==> src/rtl/alu_arb_pkg.sv <==
// Shared types and constants for the ALU arbiter: FSM state encoding,
// requester limit and the funct3/funct7 values the ALU decodes.
package alu_arb_pkg;

  typedef enum logic [1:0] {
    ST_IDLE = 2'd0,
    ST_EXEC = 2'd1,
    ST_RESP = 2'd2
  } state_t;

  localparam int NREQ_MAX = 4;

  localparam logic [2:0] F3_ADD  = 3'd0;
  localparam logic [2:0] F3_SLL  = 3'd1;
  localparam logic [2:0] F3_SLT  = 3'd2;
  localparam logic [2:0] F3_SLTU = 3'd3;
  localparam logic [2:0] F3_XOR  = 3'd4;
  localparam logic [2:0] F3_SR   = 3'd5;
  localparam logic [2:0] F3_OR   = 3'd6;
  localparam logic [2:0] F3_AND  = 3'd7;

  localparam logic [6:0] FUNCT7_ALT = 7'h20;

endpackage

==> src/rtl/alu.sv <==
// Existing 64-bit combinational ALU: op chosen by funct3, with funct7 bit 5
// selecting SUB/SRA. Shift amount is the low six bits of in2.
module alu
  import alu_arb_pkg::*;
(
  input  logic [31:0] instr,
  input  logic [63:0] in1,
  input  logic [63:0] in2,
  output logic [63:0] out
);

  logic [2:0] funct3;
  logic       alt;
  logic [5:0] shamt;

  assign funct3 = instr[14:12];
  assign alt    = (instr[31:25] == FUNCT7_ALT);
  assign shamt  = in2[5:0];

  // Operation select
  always_comb begin
    out = 64'd0;
    case (funct3)
      F3_ADD: begin
        if (alt) out = in1 - in2;
        else     out = in1 + in2;
      end
      F3_SLL:  out = in1 << shamt;
      F3_SLT:  out = {63'd0, ($signed(in1) < $signed(in2))};
      F3_SLTU: out = {63'd0, (in1 < in2)};
      F3_XOR:  out = in1 ^ in2;
      F3_SR: begin
        // Kept as separate branches so the arithmetic shift stays signed.
        if (alt) out = $unsigned($signed(in1) >>> shamt);
        else     out = in1 >> shamt;
      end
      F3_OR:   out = in1 | in2;
      F3_AND:  out = in1 & in2;
      default: out = 64'd0;
    endcase
  end

endmodule

==> src/rtl/alu_arb_pick.sv <==
// Masked priority picker: scans the valid vector starting at 'start',
// wrapping modulo NREQ, and returns the first hit as one-hot and index.
module alu_arb_pick #(
  parameter int NREQ = 2,
  parameter int GW   = $clog2(NREQ)
) (
  input  logic [NREQ-1:0] valid,
  input  logic [GW-1:0]   start,
  output logic [NREQ-1:0] grant,
  output logic [GW-1:0]   idx,
  output logic            any
);

  // Wrapped scan; first valid position from the pointer wins
  always_comb begin
    grant = '0;
    idx   = '0;
    any   = 1'b0;
    for (int k = 0; k < NREQ; k++) begin
      logic [GW:0] pos;
      pos = {1'b0, start} + (GW+1)'(k);
      if (pos >= (GW+1)'(NREQ)) pos = pos - (GW+1)'(NREQ);
      else                      pos = pos;
      if (!any && valid[pos[GW-1:0]]) begin
        any                 = 1'b1;
        grant[pos[GW-1:0]]  = 1'b1;
        idx                 = pos[GW-1:0];
      end else begin
        any = any;
      end
    end
  end

endmodule

==> src/rtl/alu_arbiter.sv <==
// Shares one ALU among NREQ requesters with an IDLE/EXEC/RESP sequencer.
// Define ALU_ARB_RR_EN for round-robin; otherwise lowest index has priority.
module alu_arbiter
  import alu_arb_pkg::*;
#(
  parameter int  NREQ = 2,
  localparam int GW   = $clog2(NREQ)
) (
  input  logic              clk,
  input  logic              reset,
  input  logic [NREQ-1:0]   req_valid,
  output logic [NREQ-1:0]   req_ready,
  input  logic [32*NREQ-1:0] req_instr,
  input  logic [64*NREQ-1:0] req_in1,
  input  logic [64*NREQ-1:0] req_in2,
  output logic [NREQ-1:0]   rsp_valid,
  input  logic [NREQ-1:0]   rsp_ready,
  output logic [63:0]       rsp_data,
  output logic              busy,
  output logic [GW-1:0]     grant_id
);

  localparam logic [NREQ-1:0] ONE_HOT0 = {{(NREQ-1){1'b0}}, 1'b1};

  state_t            state_r, state_nx;
  logic [31:0]       op_instr_r;
  logic [63:0]       op_in1_r, op_in2_r;
  logic [GW-1:0]     grant_r;
  logic [NREQ-1:0]   rsp_valid_r;
  logic [63:0]       rsp_data_r;
  logic              busy_r;

  logic [NREQ-1:0]   pick_grant_s;
  logic [GW-1:0]     pick_idx_s;
  logic              pick_any_s;
  logic [GW-1:0]     pick_start_s;
  logic [31:0]       sel_instr_s;
  logic [63:0]       sel_in1_s, sel_in2_s;
  logic [63:0]       alu_out_s;
  logic              handshake_s;

  alu_arb_pick #(.NREQ(NREQ), .GW(GW)) u_pick (
    .valid (req_valid),
    .start (pick_start_s),
    .grant (pick_grant_s),
    .idx   (pick_idx_s),
    .any   (pick_any_s)
  );

  alu u_alu (
    .instr (op_instr_r),
    .in1   (op_in1_r),
    .in2   (op_in2_r),
    .out   (alu_out_s)
  );

  assign handshake_s = (state_r == ST_RESP) && rsp_ready[grant_r];

`ifdef ALU_ARB_RR_EN
  logic [GW-1:0] ptr_r;

  // Round-robin pointer moves past the requester just served
  always_ff @(posedge clk) begin
    if (reset) begin
      ptr_r <= '0;
    end else if (handshake_s) begin
      if (grant_r == GW'(NREQ-1)) ptr_r <= '0;
      else                        ptr_r <= grant_r + GW'(1'b1);
    end else begin
      ptr_r <= ptr_r;
    end
  end

  assign pick_start_s = ptr_r;
`else
  assign pick_start_s = '0;
`endif

  // One-hot AND-OR mux of the winning requester's fields
  always_comb begin
    sel_instr_s = 32'd0;
    sel_in1_s   = 64'd0;
    sel_in2_s   = 64'd0;
    for (int i = 0; i < NREQ; i++) begin
      sel_instr_s = sel_instr_s | ({32{pick_grant_s[i]}} & req_instr[32*i +: 32]);
      sel_in1_s   = sel_in1_s   | ({64{pick_grant_s[i]}} & req_in1[64*i +: 64]);
      sel_in2_s   = sel_in2_s   | ({64{pick_grant_s[i]}} & req_in2[64*i +: 64]);
    end
  end

  // FSM state register
  always_ff @(posedge clk) begin
    if (reset) state_r <= ST_IDLE;
    else       state_r <= state_nx;
  end

  // Next state and combinational accept
  always_comb begin
    state_nx  = state_r;
    req_ready = '0;
    case (state_r)
      ST_IDLE: begin
        if (!reset) req_ready = pick_grant_s;
        else        req_ready = '0;
        if (pick_any_s) state_nx = ST_EXEC;
        else            state_nx = ST_IDLE;
      end
      ST_EXEC: state_nx = ST_RESP;
      ST_RESP: begin
        if (handshake_s) state_nx = ST_IDLE;
        else             state_nx = ST_RESP;
      end
      default: state_nx = ST_IDLE;
    endcase
  end

  // Operand capture, result register and registered status outputs
  always_ff @(posedge clk) begin
    if (reset) begin
      op_instr_r  <= 32'd0;
      op_in1_r    <= 64'd0;
      op_in2_r    <= 64'd0;
      grant_r     <= '0;
      rsp_valid_r <= '0;
      rsp_data_r  <= 64'd0;
      busy_r      <= 1'b0;
    end else begin
      case (state_r)
        ST_IDLE: begin
          if (pick_any_s) begin
            op_instr_r <= sel_instr_s;
            op_in1_r   <= sel_in1_s;
            op_in2_r   <= sel_in2_s;
            grant_r    <= pick_idx_s;
            busy_r     <= 1'b1;
          end
        end
        ST_EXEC: begin
          rsp_data_r  <= alu_out_s;
          rsp_valid_r <= ONE_HOT0 << grant_r;
        end
        ST_RESP: begin
          if (handshake_s) begin
            rsp_valid_r <= '0;
            busy_r      <= 1'b0;
          end
        end
        default: begin
          rsp_valid_r <= '0;
          busy_r      <= 1'b0;
        end
      endcase
    end
  end

  assign rsp_valid = rsp_valid_r;
  assign rsp_data  = rsp_data_r;
  assign busy      = busy_r;
  assign grant_id  = grant_r;

endmodule

==> config.mk <==
export PLATFORM = sky130hd
export DESIGN_NAME = alu_arbiter
export DESIGN_NICKNAME = d
export VERILOG_FILES = /design/src/rtl/alu_arb_pkg.sv /design/src/rtl/alu.sv /design/src/rtl/alu_arb_pick.sv /design/src/rtl/alu_arbiter.sv
export SDC_FILE = /design/constraint.sdc
export NUM_CORES = 1
export LEC_CHECK = 0
export BUFFER_PORTS_ARGS = -buffer_cell sky130_fd_sc_hd__buf_2
export CAP_MARGIN = 20
export CORE_AREA = 10 10 226 442
export DETAILED_ROUTE_END_ITERATION = 8
export DIE_AREA = 0 0 236 452
export GPL_TIMING_DRIVEN = 0
export MAX_ROUTING_LAYER = met4
export PLACE_DENSITY_LB_ADDON = 0.3
export SETUP_SLACK_MARGIN = 0.05
export SYNTH_ARGS = -nofsm -noshare
export SYNTH_HDL_FRONTEND = slang
export SYNTH_HIERARCHICAL = 1
export SYNTH_SLANG_ARGS = --single-unit
==> constraint.sdc <==
create_clock -name clk -period 4.1 [get_ports clk]
set_clock_uncertainty 0.05 [all_clocks]
set_input_delay 0.205 -clock clk [delete_from_list [all_inputs] [get_ports clk]]
set_output_delay 0.205 -clock clk [all_outputs]
set_load 0.05 [all_outputs]
==> metrics.csv <==
stage;metric;value;unit
route;Total Wirelength;241;mm
setup_path;max incr delay on CP;0.59;ns
sta;fin crit share;111;%
synthesis;Syn Area/Cell;7.13;um2
clock_tree;Max clock buf depth;3;
place;GPL Wtd Cong;1.14;
grt;grt total ovfl;0;
outcome;failing checks;negative setup slack;
route;DR iter-0 viols;3608;
route;DR WL/cell;41.2;um
hold_path;Hold Crit Endpoint;state_r[1];
pwr;post-layout total power;14600;uW
place;port bufs;350;
synthesis;Yosys warnings;6;
setup_path;FF-to-FF setup slack;-0.44;ns
setup_path;Slowest cell on crit path;clkdlybuf4s15_2;
route;Vias;36500;
final_layout;fin util;42.6;%
route;Top Layer Used;met4;
setup_path;critical path type;reg -> reg;
sta;Slew HR;14.5;%
route;met3 WL;15.9;mm
die;Die Wd;236;um
setup_path;Worst Path Required;4.52;ns
die;# rows;158;
die;die height;452;um
sta;hold slack;0.0207;ns
place;DP HPWL;195;mm
die;Initial Utilization;28.8;%
setup_path;crit end category;flip-flop;
die;I/O Pins;396;
run;max-cap violations;0;
die;core box area;92700;um2
synthesis;Syn Inst Count;3748;
sta;post-route setup slack;-0.441;ns
grt;initial antenna violation count;24;
sta;Setup Viol. Count Final;23;
clock_tree;Clock Pin Slew Worst Setup and Hold Paths;0.06;ns
route;met2 WL;114;mm
route;WL met1;77.1;mm
setup_path;Reg2Reg Capture Point;rsp_data[0];
hold_path;Hold WC Path Type;in -> reg;
pwr;VDD IR max;404;uV
sta;Max Slew Vio Count;0;
setup_path;critical path depth;15;
clock_tree;H-tree depth;1;
clock_tree;Clock Latency Late Sink;0.63;ns
clock_tree;Num CTS Buffers;22;
pwr;Power Density;368;nW/um2
pwr;LEAKAGE;0.0158;uW
setup_path;cells along the critical path;clkbuf_16 -> buf_4 -> clkbuf_2 -> clkdlybuf4s15_2 -> mux2i_1 -> nor2_1 -> a21oi_1 -> buf_4 -> mux2i_4 -> a21oi_2 -> nor2_4 -> o32ai_2 -> o211ai_1 -> nand2_1 -> a21oi_2;
sta;Tmin final;4.54;ns
clock_tree;CTS tree;yes;
sta;Fmax;220;MHz
route;router iterations before antenna repair;7;
sta;RSZ-0062 raised after global routing;true;
route;DRT antenna net count;0;
final_layout;Layout Nets;5137;
setup_path;CP Launch Point;op_in2_r[2];
clock_tree;CTS sink count;208;
setup_path;peak fanout along the critical path;10;
hold_path;Hold Path Stages;4;
route;DR DRC count;0;
setup_path;Top delay family on crit path;buffers and inverters;
setup_path;Worst Path Arrival;4.96;ns
grt;global-route wire length before repair;319;mm
synthesis;synthesized cell area;26700;um2
final_layout;layout cell share with drive strength beyond 1;29.4;%
setup_path;Crit Reg-Reg Startpoint;op_in2_r[2];
sta;Slew @ Worst Pin;1.28;ns
die;die area;107000;um2
grt;vias in the first global route;36800;
route;vias per cell;6.24;
setup_path;Worst Setup Start Kind;flip-flop;
outcome;outcome;finished, violations left;
setup_path;CP bufs+invs;5;
clock_tree;clock root buffer;clkbuf_16;
sta;Final Hold Fails;0;
setup_path;worst reg2reg path depth;15;
hold_path;hold wc startpoint;rsp_ready[1];
final_layout;area growth from synthesis to layout;47.9;%
grt;largest net degree at the start of global routing;14;
grt;Tot GR Track Use;44.6;%
==> per-stage QoR <==
stage / setup slack, ns / cells / TNS [ns] / area [um2]
3_5_place_dp: -3.67 / 5344 / -162.90 / 30600
4_1_cts: -0.585 / 5760 / -7.93 / 37700
3_3_place_gp: -3.95 / 5299 / -186.26 / 30000
6_report: -0.441 / 5851 / -3.88 / 39500
2_1_floorplan: 0.00989 / 3749 / 0 / 26800
5_1_grt: -0.477 / 5847 / -4.61 / 39500
==> worst reg2reg max path: cells and delay by family (launching register included) <==
family / cells / cell delay [ns]
buffers and inverters: 5 / 1.56
and+or+nand+nor: 3 / 0.42
AOI/OAI and AO/OA: 5 / 1.35
DFF: 1 / 0.41
muxes: 2 / 0.61
==> flip-flops by register name, summed over array words and instances (netlist names) <==
register and flops:
op_in1_r 64, op_in2_r 64, rsp_data 64, op_instr_r 10, rsp_valid 2, state_r 2
busy 1, grant_id 1
==> worst max path at each step <==
| stage | endpoint |
|---|---|
| 3_5_place_dp | rsp_data[63] |
| 6_report | rsp_data[0] |
| 3_3_place_gp | rsp_data[57] |
| 4_1_cts | rsp_data[62] |
| 2_1_floorplan | rsp_data[62] |
| 5_1_grt | rsp_data[60] |
==> cells in the final DEF (no fill, tap or decap), types with 23 or more instances in the layout <==
master / instances
xnor2_2: 31
nor3_1: 31
clkbuf_16: 28
buf_1: 36
o21ai_0: 250
dfxtp_2: 29
a21oi_2: 54
nor2_1: 364
mux4_2: 40
clkbuf_1: 113
a21oi_1: 285
mux2i_1: 198
buf_2: 398
nand3_1: 36
o22ai_1: 24
a21o_1: 23
a211oi_1: 30
o2bb2ai_1: 138
o21ai_2: 30
o21ai_1: 50
ha_1: 180
nand2_1: 324
buf_6: 57
inv_1: 216
mux2i_2: 26
buf_4: 164
a21oi_4: 27
clkbuf_2: 44
nand2b_1: 57
o211ai_1: 31
a22oi_1: 167
mux2_2: 42
buf_8: 29
dfxtp_1: 158
dlygate4sd3_1: 276
==> what timing repair did <==
item,CTS,global route
cloned,0,1
resized for setup,674,337
pin swaps,145,118
endpoints found under the setup margin,64,63
setup buffers,102,70
hold endpoints to repair,138,0
hold buffers,276,0
==> cell type report <==
class / instances / area (um2)
clock inverters: 7 / 62.6
diodes: 20 / 50.0
inverters: 236 / 966
well taps: 1200 / 1500
repair buffers: 853 / 6710
flip-flops and latches: 208 / 4280
plain buffers: 317 / 1970
clock buffers: 32 / 669
multi-input cells: 2978 / 23300
fillers: 9518 / 53200
==> power by group <==
part / switching, uW / leakage [uW] / internal (uW) / total (uW)
registers: 330 / 0.00173 / 2200 / 2530
clock network: 985 / 0.000364 / 1180 / 2170
logic: 6610 / 0.0137 / 3260 / 9860
total: 7920 / 0.0158 / 6640 / 14600
==> layer usage <==
metal | track usage, % | up-vias
li1 | - | 15500
met1 | 40.1 | 17800
met2 | 73.0 | 2249
met3 | 10.1 | 982
met4 | 50.6 | 0
met5 | - | -
Power figures use the tool's default switching activity.
